## src/rtl/sdram_burst_splitter_if.sv

```systemverilog
// Request and command streams between a linear-address requester, the burst splitter and sdram_phy.
// The slave modport is the splitter's view; the master modport is the view of whatever drives it.
interface sdram_burst_splitter_if #(
    parameter int unsigned ADDR_W = 24
);
    logic [ADDR_W+16:0] s_axis_req_data;
    logic               s_axis_req_valid;
    logic               s_axis_req_ready;
    logic [39:0]        m_axis_usr_cmd_data;
    logic [16:0]        m_axis_usr_cmd_user;
    logic               m_axis_usr_cmd_valid;
    logic               m_axis_usr_cmd_ready;

    modport slave (
        input  s_axis_req_data,
        input  s_axis_req_valid,
        output s_axis_req_ready,
        output m_axis_usr_cmd_data,
        output m_axis_usr_cmd_user,
        output m_axis_usr_cmd_valid,
        input  m_axis_usr_cmd_ready
    );

    modport master (
        output s_axis_req_data,
        output s_axis_req_valid,
        input  s_axis_req_ready,
        input  m_axis_usr_cmd_data,
        input  m_axis_usr_cmd_user,
        input  m_axis_usr_cmd_valid,
        output m_axis_usr_cmd_ready
    );
endinterface

```

## src/rtl/sdram_burst_splitter.sv

```systemverilog
// Splits linear word-address read/write requests into sdram_phy full-page burst commands that
// never cross a row boundary or a MAX_BURST_LEN-aligned column window.
module sdram_burst_splitter #(
    parameter int unsigned SDRAM_COL_N   = 512,
    parameter int unsigned SDRAM_ROW_N   = 8192,
    parameter int unsigned MAX_BURST_LEN = 512,
    parameter logic [2:0]  CMD_ID_WT     = 3'd1,
    parameter logic [2:0]  CMD_ID_RD     = 3'd2,
    parameter int unsigned SIM_DELAY     = 1
) (
    input  logic                   clk,
    input  logic                   rst,
    sdram_burst_splitter_if.slave  bus,
    output logic                   busy
);
    localparam int unsigned COL_W  = $clog2(SDRAM_COL_N);
    localparam int unsigned ROW_W  = $clog2(SDRAM_ROW_N);
    localparam int unsigned ADDR_W = 2 + ROW_W + COL_W;
    localparam int unsigned LEN_W  = 17;

    localparam logic [0:0] ST_IDLE  = 1'b0;
    localparam logic [0:0] ST_SPLIT = 1'b1;

    // SIM_DELAY is kept so existing parameter maps for this block still elaborate.
    if (SIM_DELAY != 0) begin : g_sim_delay
    end

    logic [0:0]        state_q,     state_d;
    logic              req_ready_q, req_ready_d;
    logic              is_write_q,  is_write_d;
    logic [ADDR_W-1:0] cur_addr_q,  cur_addr_d;
    logic [LEN_W-1:0]  remain_q,    remain_d;
    logic [LEN_W-1:0]  seg_len_q,   seg_len_d;
    logic              cmd_valid_q, cmd_valid_d;
    logic [39:0]       cmd_data_q,  cmd_data_d;
    logic [16:0]       cmd_user_q,  cmd_user_d;

    logic              req_wr;
    logic [ADDR_W-1:0] req_addr;
    logic [LEN_W-1:0]  req_len;
    logic              req_fire;
    logic              cmd_fire;
    logic [ADDR_W-1:0] nxt_addr;
    logic [LEN_W-1:0]  nxt_remain;
    logic              last_seg;

    logic              src_load;
    logic              src_wr;
    logic [ADDR_W-1:0] src_addr;
    logic [LEN_W-1:0]  src_remain;

    logic [COL_W-1:0]  src_col;
    logic [ROW_W-1:0]  src_row;
    logic [1:0]        src_ba;
    logic [LEN_W-1:0]  lim_row;
    logic [LEN_W-1:0]  lim_win;
    logic [LEN_W-1:0]  src_seg;

    assign req_wr   = bus.s_axis_req_data[ADDR_W+16];
    assign req_addr = bus.s_axis_req_data[ADDR_W+15:16];
    assign req_len  = LEN_W'(bus.s_axis_req_data[15:0]) + LEN_W'(1);

    // Pick the segment to present next: a fresh request, or the continuation of the current one.
    always_comb begin
        req_fire   = bus.s_axis_req_valid && req_ready_q;
        cmd_fire   = cmd_valid_q && bus.m_axis_usr_cmd_ready;
        nxt_addr   = cur_addr_q + ADDR_W'(seg_len_q);
        nxt_remain = remain_q - seg_len_q;
        last_seg   = (nxt_remain == LEN_W'(0));
        src_load   = 1'b0;
        src_wr     = req_wr;
        src_addr   = req_addr;
        src_remain = req_len;
        if (state_q == ST_IDLE) begin
            src_load = req_fire;
        end else begin
            src_wr     = is_write_q;
            src_addr   = nxt_addr;
            src_remain = nxt_remain;
            src_load   = cmd_fire && !last_seg;
        end
    end

    // Segment length: clipped to remaining words, end of row and end of the burst window.
    always_comb begin
        src_col = src_addr[COL_W-1:0];
        src_row = src_addr[COL_W +: ROW_W];
        src_ba  = src_addr[ADDR_W-1 -: 2];
        lim_row = LEN_W'(SDRAM_COL_N) - LEN_W'(src_col);
        lim_win = LEN_W'(MAX_BURST_LEN) - LEN_W'(src_col & COL_W'(MAX_BURST_LEN - 1));
        src_seg = src_remain;
        if (lim_row < src_seg) begin
            src_seg = lim_row;
        end
        if (lim_win < src_seg) begin
            src_seg = lim_win;
        end
    end

    // Next-state and registered-output logic.
    always_comb begin
        state_d     = state_q;
        req_ready_d = req_ready_q;
        is_write_d  = is_write_q;
        cur_addr_d  = cur_addr_q;
        remain_d    = remain_q;
        seg_len_d   = seg_len_q;
        cmd_valid_d = cmd_valid_q;
        cmd_data_d  = cmd_data_q;
        cmd_user_d  = cmd_user_q;

        case (state_q)
            ST_IDLE: begin
                req_ready_d = 1'b1;
                if (req_fire) begin
                    req_ready_d = 1'b0;
                    is_write_d  = req_wr;
                    state_d     = ST_SPLIT;
                end
            end
            ST_SPLIT: begin
                if (cmd_fire && last_seg) begin
                    cmd_valid_d = 1'b0;
                    req_ready_d = 1'b1;
                    state_d     = ST_IDLE;
                end
            end
            default: begin
                state_d     = ST_IDLE;
                cmd_valid_d = 1'b0;
                req_ready_d = 1'b0;
            end
        endcase

        if (src_load) begin
            cur_addr_d  = src_addr;
            remain_d    = src_remain;
            seg_len_d   = src_seg;
            cmd_valid_d = 1'b1;
            cmd_data_d  = {3'b000, src_ba, 16'(src_row), 16'(src_col),
                           src_wr ? CMD_ID_WT : CMD_ID_RD};
            cmd_user_d  = {1'b1, 16'(src_seg - LEN_W'(1))};
        end
    end

    always_ff @(posedge clk or posedge rst) begin
        if (rst) begin
            state_q     <= ST_IDLE;
            req_ready_q <= 1'b0;
            is_write_q  <= 1'b0;
            cur_addr_q  <= '0;
            remain_q    <= '0;
            seg_len_q   <= '0;
            cmd_valid_q <= 1'b0;
            cmd_data_q  <= '0;
            cmd_user_q  <= '0;
        end else begin
            state_q     <= state_d;
            req_ready_q <= req_ready_d;
            is_write_q  <= is_write_d;
            cur_addr_q  <= cur_addr_d;
            remain_q    <= remain_d;
            seg_len_q   <= seg_len_d;
            cmd_valid_q <= cmd_valid_d;
            cmd_data_q  <= cmd_data_d;
            cmd_user_q  <= cmd_user_d;
        end
    end

    assign bus.s_axis_req_ready     = req_ready_q;
    assign bus.m_axis_usr_cmd_valid = cmd_valid_q;
    assign bus.m_axis_usr_cmd_data  = cmd_data_q;
    assign bus.m_axis_usr_cmd_user  = cmd_user_q;
    assign busy                     = (state_q == ST_SPLIT);

endmodule

```

## src/flat_wrapper.sv

```systemverilog
// flat-port wrapper written by rule: the top's interface ports become plain ports
module sdram_burst_splitter_flat 
#(
    parameter int unsigned SDRAM_COL_N   = 512,
    parameter int unsigned SDRAM_ROW_N   = 8192,
    parameter int unsigned MAX_BURST_LEN = 512,
    parameter logic [2:0]  CMD_ID_WT     = 3'd1,
    parameter logic [2:0]  CMD_ID_RD     = 3'd2,
    parameter int unsigned SIM_DELAY     = 1
)
  (clk, rst, busy, bus_s_axis_req_data, bus_s_axis_req_valid, bus_s_axis_req_ready, bus_m_axis_usr_cmd_data, bus_m_axis_usr_cmd_user, bus_m_axis_usr_cmd_valid, bus_m_axis_usr_cmd_ready);
  sdram_burst_splitter_if #(.ADDR_W((24))) bus_i ();
  input  logic clk;
  input  logic rst;
  output logic busy;
  input wire logic [$bits(bus_i.s_axis_req_data)-1:0] bus_s_axis_req_data;
  input wire logic [$bits(bus_i.s_axis_req_valid)-1:0] bus_s_axis_req_valid;
  output wire logic [$bits(bus_i.s_axis_req_ready)-1:0] bus_s_axis_req_ready;
  output wire logic [$bits(bus_i.m_axis_usr_cmd_data)-1:0] bus_m_axis_usr_cmd_data;
  output wire logic [$bits(bus_i.m_axis_usr_cmd_user)-1:0] bus_m_axis_usr_cmd_user;
  output wire logic [$bits(bus_i.m_axis_usr_cmd_valid)-1:0] bus_m_axis_usr_cmd_valid;
  input wire logic [$bits(bus_i.m_axis_usr_cmd_ready)-1:0] bus_m_axis_usr_cmd_ready;
  assign bus_i.s_axis_req_data = bus_s_axis_req_data;
  assign bus_i.s_axis_req_valid = bus_s_axis_req_valid;
  assign bus_s_axis_req_ready = bus_i.s_axis_req_ready;
  assign bus_m_axis_usr_cmd_data = bus_i.m_axis_usr_cmd_data;
  assign bus_m_axis_usr_cmd_user = bus_i.m_axis_usr_cmd_user;
  assign bus_m_axis_usr_cmd_valid = bus_i.m_axis_usr_cmd_valid;
  assign bus_i.m_axis_usr_cmd_ready = bus_m_axis_usr_cmd_ready;
  sdram_burst_splitter #(.SDRAM_COL_N(SDRAM_COL_N), .SDRAM_ROW_N(SDRAM_ROW_N), .MAX_BURST_LEN(MAX_BURST_LEN), .CMD_ID_WT(CMD_ID_WT), .CMD_ID_RD(CMD_ID_RD), .SIM_DELAY(SIM_DELAY)) u_core (.clk(clk), .rst(rst), .bus(bus_i), .busy(busy));
endmodule
```

## config.mk

```make
export PLATFORM = sky130hd
export DESIGN_NAME = sdram_burst_splitter_flat
export DESIGN_NICKNAME = d
export VERILOG_FILES = /design/src/rtl/sdram_burst_splitter_if.sv /design/src/rtl/sdram_burst_splitter.sv /design/src/flat_wrapper.sv
export SDC_FILE = /design/constraint.sdc
export NUM_CORES = 1
export LEC_CHECK = 0
export ABC_AREA = 1
export CELL_PAD_IN_SITES_DETAIL_PLACEMENT = 0
export CELL_PAD_IN_SITES_GLOBAL_PLACEMENT = 1
export CORE_MARGIN = 2
export CORE_UTILIZATION = 43
export DETAILED_ROUTE_END_ITERATION = 6
export GPL_TIMING_DRIVEN = 0
export PLACE_DENSITY = 0.92
export SLEW_MARGIN = 40
export SYNTH_ARGS = -nofsm -noshare
export SYNTH_HDL_FRONTEND = slang
export SYNTH_SLANG_ARGS = --single-unit
```

## constraint.sdc

```tcl
create_clock -name clk -period 11.85 [get_ports clk]
set_input_delay 3.555 -clock clk [delete_from_list [all_inputs] [get_ports clk]]
set_output_delay 3.555 -clock clk [all_outputs]
set_load 0.05 [all_outputs]
```

==> out/qor.yml, run 1 <==
outcome:
  status: "finished, final reports clean"
routing:
  vias: 7010
  drc: 0
  drt_first_pass_iters: 5
  post_drt_via_cell_ratio: 5.02
  dr.first_iter.drc_count: 524
  routedWlPerCell_um: 15.1
  ant_nets: 0
  wirelength_mm: 21.1
logic_synthesis:
  async_flop_share_pct: 100
  yosys.area.top_type_share_pct: 28.4
  ys_seq_area_share_pct: 28.4
  ys.flop_type: "dfrtp_1"
  ys_seq_elements: 81
  synth_area_leaders: "dfrtp_1 (28%), nand2_1 (17%), ha_1 (9.5%)"
  synth-edff-count: 0
  synth_cell_type_count: 49
  avgSynthCellArea_um2: 6.75
  yosysWarnings: 0
  yosysTopAreaCell: "dfrtp_1"
  syn_inst: 1056
  syn_area_um2: 7130
placement:
  postPlaceCellArea_um2: 8380
  portBuffers: 90
  place.gp.congestion: 0.893
  hpwlAfterDp_mm: 16.9
job:
  drv_cap: 0
sta:
  relSlewSlack_pct: 47.8
  fmax_mhz: 108
  rsz0062_at_grt: "no"
  final.setup.tns_ps: 0
  setup-violations-final: 0
  post-route-period-util_pct: 78.2
  min_period_ps: 9260
  finalHoldViolations: 0
  fin_skew_ps: 5.05
  tightest_slew_ps: 784
  drv_slew: 0
worst_setup_path:
  worstPathMaxFanout: 10
  reg2reg_slack_ps: 4930
  start_kind: "input port"
  cp_common_cell: "nand2_1"
  cpPeakStageDelay_ps: 620
  critPathSlowestCell: "a21oi_1"
  path_buf_inv: 8
  path_class: "in2reg"
  cp.required_ps: 12080
  path_delay_family: "simple AND/OR/NAND/NOR gates"
  reg2regPathDepth: 43
  cp.arrival_ps: 9500
  cp-startpoint: "bus_s_axis_req_data[17]"
  end_kind: "flip-flop"
  r2r-start: "u_core.seg_len_q[0]"
  rr_endpoint: "u_core.bus.m_axis_usr_cmd_user[6]"
layout:
  fin_util_pct: 52.9
  multi_input_area_um2: 4360
  final_cell_mix: "nand2_1 (327), inv_1 (133), clkdlybuf4s50_1 (90), dfrtp_1 (81), o21ai_0 (78)"
  nNetsFinal: 1272
  drive_above_1_share_pct: 9.61
  num_antenna_cells: 0
  num-fill-cells: 1630
  regArea_um2: 2030
  final_area_um2: 8680
  area_growth_pct: 21.7
  mostFrequentLayoutCell: "nand2_1"
floorplanning:
  io_pins: 105
  core_area_um2: 16400
  die_height_um: 133
  num_rows: 47
  die_w_um: 133
  fp.dieArea_um2: 17600
  initial_core_util_pct: 43.5
global_route:
  grt_pass1_vias: 6521
  grt_overflow: 0
  grt_pass1_wl_mm: 34.2
  grt_usage_pct: 24.5
  antenna_found_initial: 0
  grt_max_degree: 50
cts:
  cts_resized: 0
  cts_tree: "built"
  cts_root_buf: "clkbuf_16"
  hold_buffers: 0
  postCtsSetupBuffers: 0
  cts_sinks: 81
  cts_made_buffers: 9
  htree_levels: 3
  clk_pin_slew_ps: 60
  clock_path_buffers: 2
  clock_latency_ps: 350
worst_hold_path:
  hp-start: "u_core.bus.m_axis_usr_cmd_user[16]"
  whs_path_depth: 1
  whs_endpoint: "u_core.bus.m_axis_usr_cmd_user[16]"
  hp-class: "reg2reg"
## state kept, by name, indices dropped and copies added (netlist names)
signal / cells
u_core.bus.m_axis_usr_cmd_user: 17
u_core.seg_len_q: 17
u_core.remain_q: 17
u_core.bus.m_axis_usr_cmd_data: 2
u_core.bus.s_axis_req_ready: 1
u_core.busy: 1
u_core.bus.m_axis_usr_cmd_valid: 1
u_core.cur_addr_q: 24
u_core.is_write_q: 1
## cells by family (layout without fill, tap and decap cells)
| logic type | after synthesis | after routing | synth area share [%] |
|---|---|---|---|
| buffers and inverters | 185 | 292 | 11.1 |
| other | 1 | 14 | 0.0526 |
| AO/OA/AOI/OAI | 174 | 174 | 13.7 |
| XOR/XNOR | 17 | 17 | 2.09 |
| flip-flops | 81 | 81 | 28.4 |
| AND/OR/NAND/NOR | 542 | 542 | 34.7 |
| adder cells (fa/ha/maj) | 56 | 56 | 10.0 |
## per-layer routing
| layer | GRT usage, % | vias to the layer above | share of wire, % |
|---|---|---|---|
| met5 | 0 | - | 0 |
| li1 | - | 3608 | - |
| met4 | 5.50 | 0 | 2.0 |
| met3 | 4.33 | 30 | 6.4 |
| met2 | 40.1 | 232 | 46 |
| met1 | 34.0 | 3140 | 46 |
## area by class of cell
cell class              instances  area share, %
plain buffers                  40           2.81
clock buffers                  12           2.84
clock inverters                 4          0.591
inverters                     145           6.33
multi-input cells             803           50.3
flip-flops and latches         81           23.4
well taps                     220           3.17
repair buffers                 91           10.6
## cells in the mapped netlist, types with 8 or more instances
cell and number:
o21ai_0 78, nand4_1 10, inv_1 134, clkbuf_1 11
or2_2 9, inv_2 11, nand2_1 327, xor2_1 9
a21oi_1 50, o21ai_1 9, nor2_1 63, o211ai_1 9
nand2_2 15, ha_1 54, buf_4 18, nand3_1 72
dfrtp_1 81, buf_2 9, xnor2_1 8
## per-stage QoR
stage          cells  hold slack (ps)  worst slack (ps)
6_report        1396              476              2590
5_1_grt         1396              495              2090
4_1_cts         1396              479              2660
3_5_place_dp    1380              463              2300
3_3_place_gp    1379              459              2320
2_1_floorplan   1069              453              3620
## worst max-delay path by stage
stage                                                    to  slack, ps  cells past startpoint
after floorplan           u_core.bus.m_axis_usr_cmd_user[6]       3620                     40
after global placement    u_core.bus.m_axis_usr_cmd_user[6]       2320                     41
after detailed placement  u_core.bus.m_axis_usr_cmd_user[6]       2300                     41
after CTS                 u_core.bus.m_axis_usr_cmd_user[6]       2660                     41
after global routing      u_core.bus.m_axis_usr_cmd_user[6]       2090                     41
final                     u_core.bus.m_axis_usr_cmd_user[6]       2590                     41
Power of run 1 is left out: the tool's default activity adds up to more than one toggle a clock period on the data nets, which glitch-free logic cannot reach.
==> run 2, diff against run 1 <==
--- a/config.mk
+++ b/config.mk
@@ -9,10 +9,10 @@
 export CELL_PAD_IN_SITES_DETAIL_PLACEMENT = 0
 export CELL_PAD_IN_SITES_GLOBAL_PLACEMENT = 1
 export CORE_MARGIN = 2
-export CORE_UTILIZATION = 43
+export CORE_UTILIZATION = 36
 export DETAILED_ROUTE_END_ITERATION = 6
 export GPL_TIMING_DRIVEN = 0
-export PLACE_DENSITY = 0.92
+export PLACE_DENSITY = 0.82
 export SLEW_MARGIN = 40
 export SYNTH_ARGS = -nofsm -noshare
 export SYNTH_HDL_FRONTEND = slang
==> constraint.sdc (replaced) <==
create_clock -name clk -period 8.5 [get_ports clk]
set_input_delay 2.55 -clock clk [delete_from_list [all_inputs] [get_ports clk]]
set_output_delay 2.55 -clock clk [all_outputs]
set_load 0.05 [all_outputs]
==> out/qor.yml, run 2 (synthesis gave the netlist of run 1 again) <==
outcome:
  status: "finished, final reports clean"
floorplanning:
  core_area_um2: 19500  # +19%
  io_pins: 105  # unchanged
  num_rows: 51  # +8.5%
  die_w_um: 145  # +9.0%
  initial_core_util_pct: 36.6  # -6.8 points
  fp.dieArea_um2: 20900  # +19%
  die_height_um: 145  # +9.0%
cts:
  clock_latency_ps: 360  # about the same
  htree_levels: 3  # unchanged
  cts_sinks: 81  # unchanged
  clk_pin_slew_ps: 70  # about the same
  cts_made_buffers: 9  # unchanged
  cts_tree: "built"
  cts_root_buf: "clkbuf_16"
  hold_buffers: 0  # unchanged
  clock_path_buffers: 2  # unchanged
worst_setup_path:
  critPathSlowestCell: "clkdlybuf4s50_1"
  cpPeakStageDelay_ps: 410  # -210 ps
  start_kind: "input port"
  path_class: "in2reg"
  reg2reg_slack_ps: 1910  # -3020 ps
  r2r-start: "u_core.seg_len_q[0]"
  rr_endpoint: "u_core.bus.m_axis_usr_cmd_user[6]"
  reg2regPathDepth: 43  # unchanged
  cp.required_ps: 8730  # -3350 ps
  end_kind: "flip-flop"
  worstPathMaxFanout: 10  # unchanged
  cp_common_cell: "nand2_1"
  cp.arrival_ps: 8160  # -1340 ps
sta:
  rsz0062_at_grt: "no"
  post-route-period-util_pct: 93.2
  tightest_slew_ps: 766  # -18.1 ps
  drv_slew: 0  # unchanged
  relSlewSlack_pct: 49.0  # +1.2 points
  finalHoldViolations: 0  # unchanged
  min_period_ps: 7930
  final.setup.tns_ps: 0  # unchanged
  fmax_mhz: 126
  fin_skew_ps: 9.36  # +4.31 ps
  setup-violations-final: 0  # unchanged
routing:
  wirelength_mm: 21.7  # +2.7%
  routedWlPerCell_um: 15.0  # -0.46%
  post_drt_via_cell_ratio: 4.91  # -2.3%
  ant_nets: 0  # unchanged
  drt_first_pass_iters: 5  # unchanged
  dr.first_iter.drc_count: 438  # -16%
  vias: 7069  # +0.84%
  drc: 0  # unchanged
worst_hold_path:
  whs_endpoint: "u_core.bus.m_axis_usr_cmd_data[0]"
  hp-class: "reg2reg"
  whs_path_depth: 2  # +1
  hp-start: "u_core.bus.m_axis_usr_cmd_data[0]"
layout:
  nNetsFinal: 1272  # unchanged
  num-fill-cells: 2041  # +25%
  area_growth_pct: 22.5
  final_cell_mix: "nand2_1 (327), inv_1 (133), clkdlybuf4s50_1 (90), dfrtp_1 (81), o21ai_0 (78)"
  fin_util_pct: 44.9  # -8.0 points
  drive_above_1_share_pct: 9.86  # +0.26 points
  largest-register: "u_core.cur_addr_q"
  largest_reg_flops: 24  # unchanged
  num_antenna_cells: 0  # unchanged
  mostFrequentLayoutCell: "nand2_1"
global_route:
  busiest_layer: "met2"
  grt_pass1_wl_mm: 34.4  # +0.50%
  grt_max_degree: 59  # +18%
  grt_overflow: 0  # unchanged
  use_met2_pct: 35.8  # -4.2 points
  grt_usage_pct: 21.4  # -3.2 points
  grtUsageMet3_pct: 3.16  # -1.2 points
  grt_pass1_vias: 6574  # +0.81%
  grt_use_met1_pct: 29.0  # -5.1 points
  antenna_found_initial: 0  # unchanged
placement:
  portBuffers: 90  # unchanged
  hpwlAfterDp_mm: 17.6  # +3.9%
  place.gp.congestion: 0.908  # +1.6%
job:
  drv_cap: 0  # unchanged
-- run 2: stage by stage --
step                std cells  worst slack, ps  area, µm²  hold slack, ps
floorplan                1069             1270       7180             453
global placement         1424            -13.9       8410             457
detailed placement       1425            -79.7       8440             459
CTS                      1441              259       8720             475
global route             1441             23.5       8740             513
finish                   1441              574       8740             472
-- run 2: worst max-delay path: cells and delay by family --
kind	cells	cell delay, ps
and+or+nand+nor	23	2570
buffers and inverters	8	1080
AOI/OAI and AO/OA	6	1020
adders and majority gates	4	930
-- run 2: cell type report --
cell class	count	area, µm²	share of cell area [%]
Tap cell	265	332	3.80
Sequential cell	81	2030	23.2
Clock buffer	9	225	2.58
Clock inverter	7	55.1	0.630
Multi-Input combinational cell	803	4380	50.1
Inverter	145	549	6.29
Timing Repair Buffer	91	928	10.6
Buffer	40	244	2.79
-- run 2: layer usage --
metal	wire length (µm)	vias to the layer above
met5	0	-
met2	10100	164
met3	903	26
met1	10300	3251
li1	-	3628
met4	377	0
-- run 2: how the worst max path moves through the flow --
stage                                  from                                 to  cells past startpoint
finish              bus_s_axis_req_data[17]  u_core.bus.m_axis_usr_cmd_user[6]                     41
global placement    bus_s_axis_req_data[17]  u_core.bus.m_axis_usr_cmd_user[6]                     41
global route        bus_s_axis_req_data[17]  u_core.bus.m_axis_usr_cmd_user[6]                     41
floorplan           bus_s_axis_req_data[17]  u_core.bus.m_axis_usr_cmd_user[6]                     40
CTS                 bus_s_axis_req_data[17]  u_core.bus.m_axis_usr_cmd_user[6]                     41
detailed placement  bus_s_axis_req_data[17]  u_core.bus.m_axis_usr_cmd_user[6]                     41
-- run 2: what timing repair did --
item	CTS	global route
buffers inserted	0	0
gates resized for setup	0	2
setup endpoints to repair	0	7
Power of run 2 is left out for the same reason.
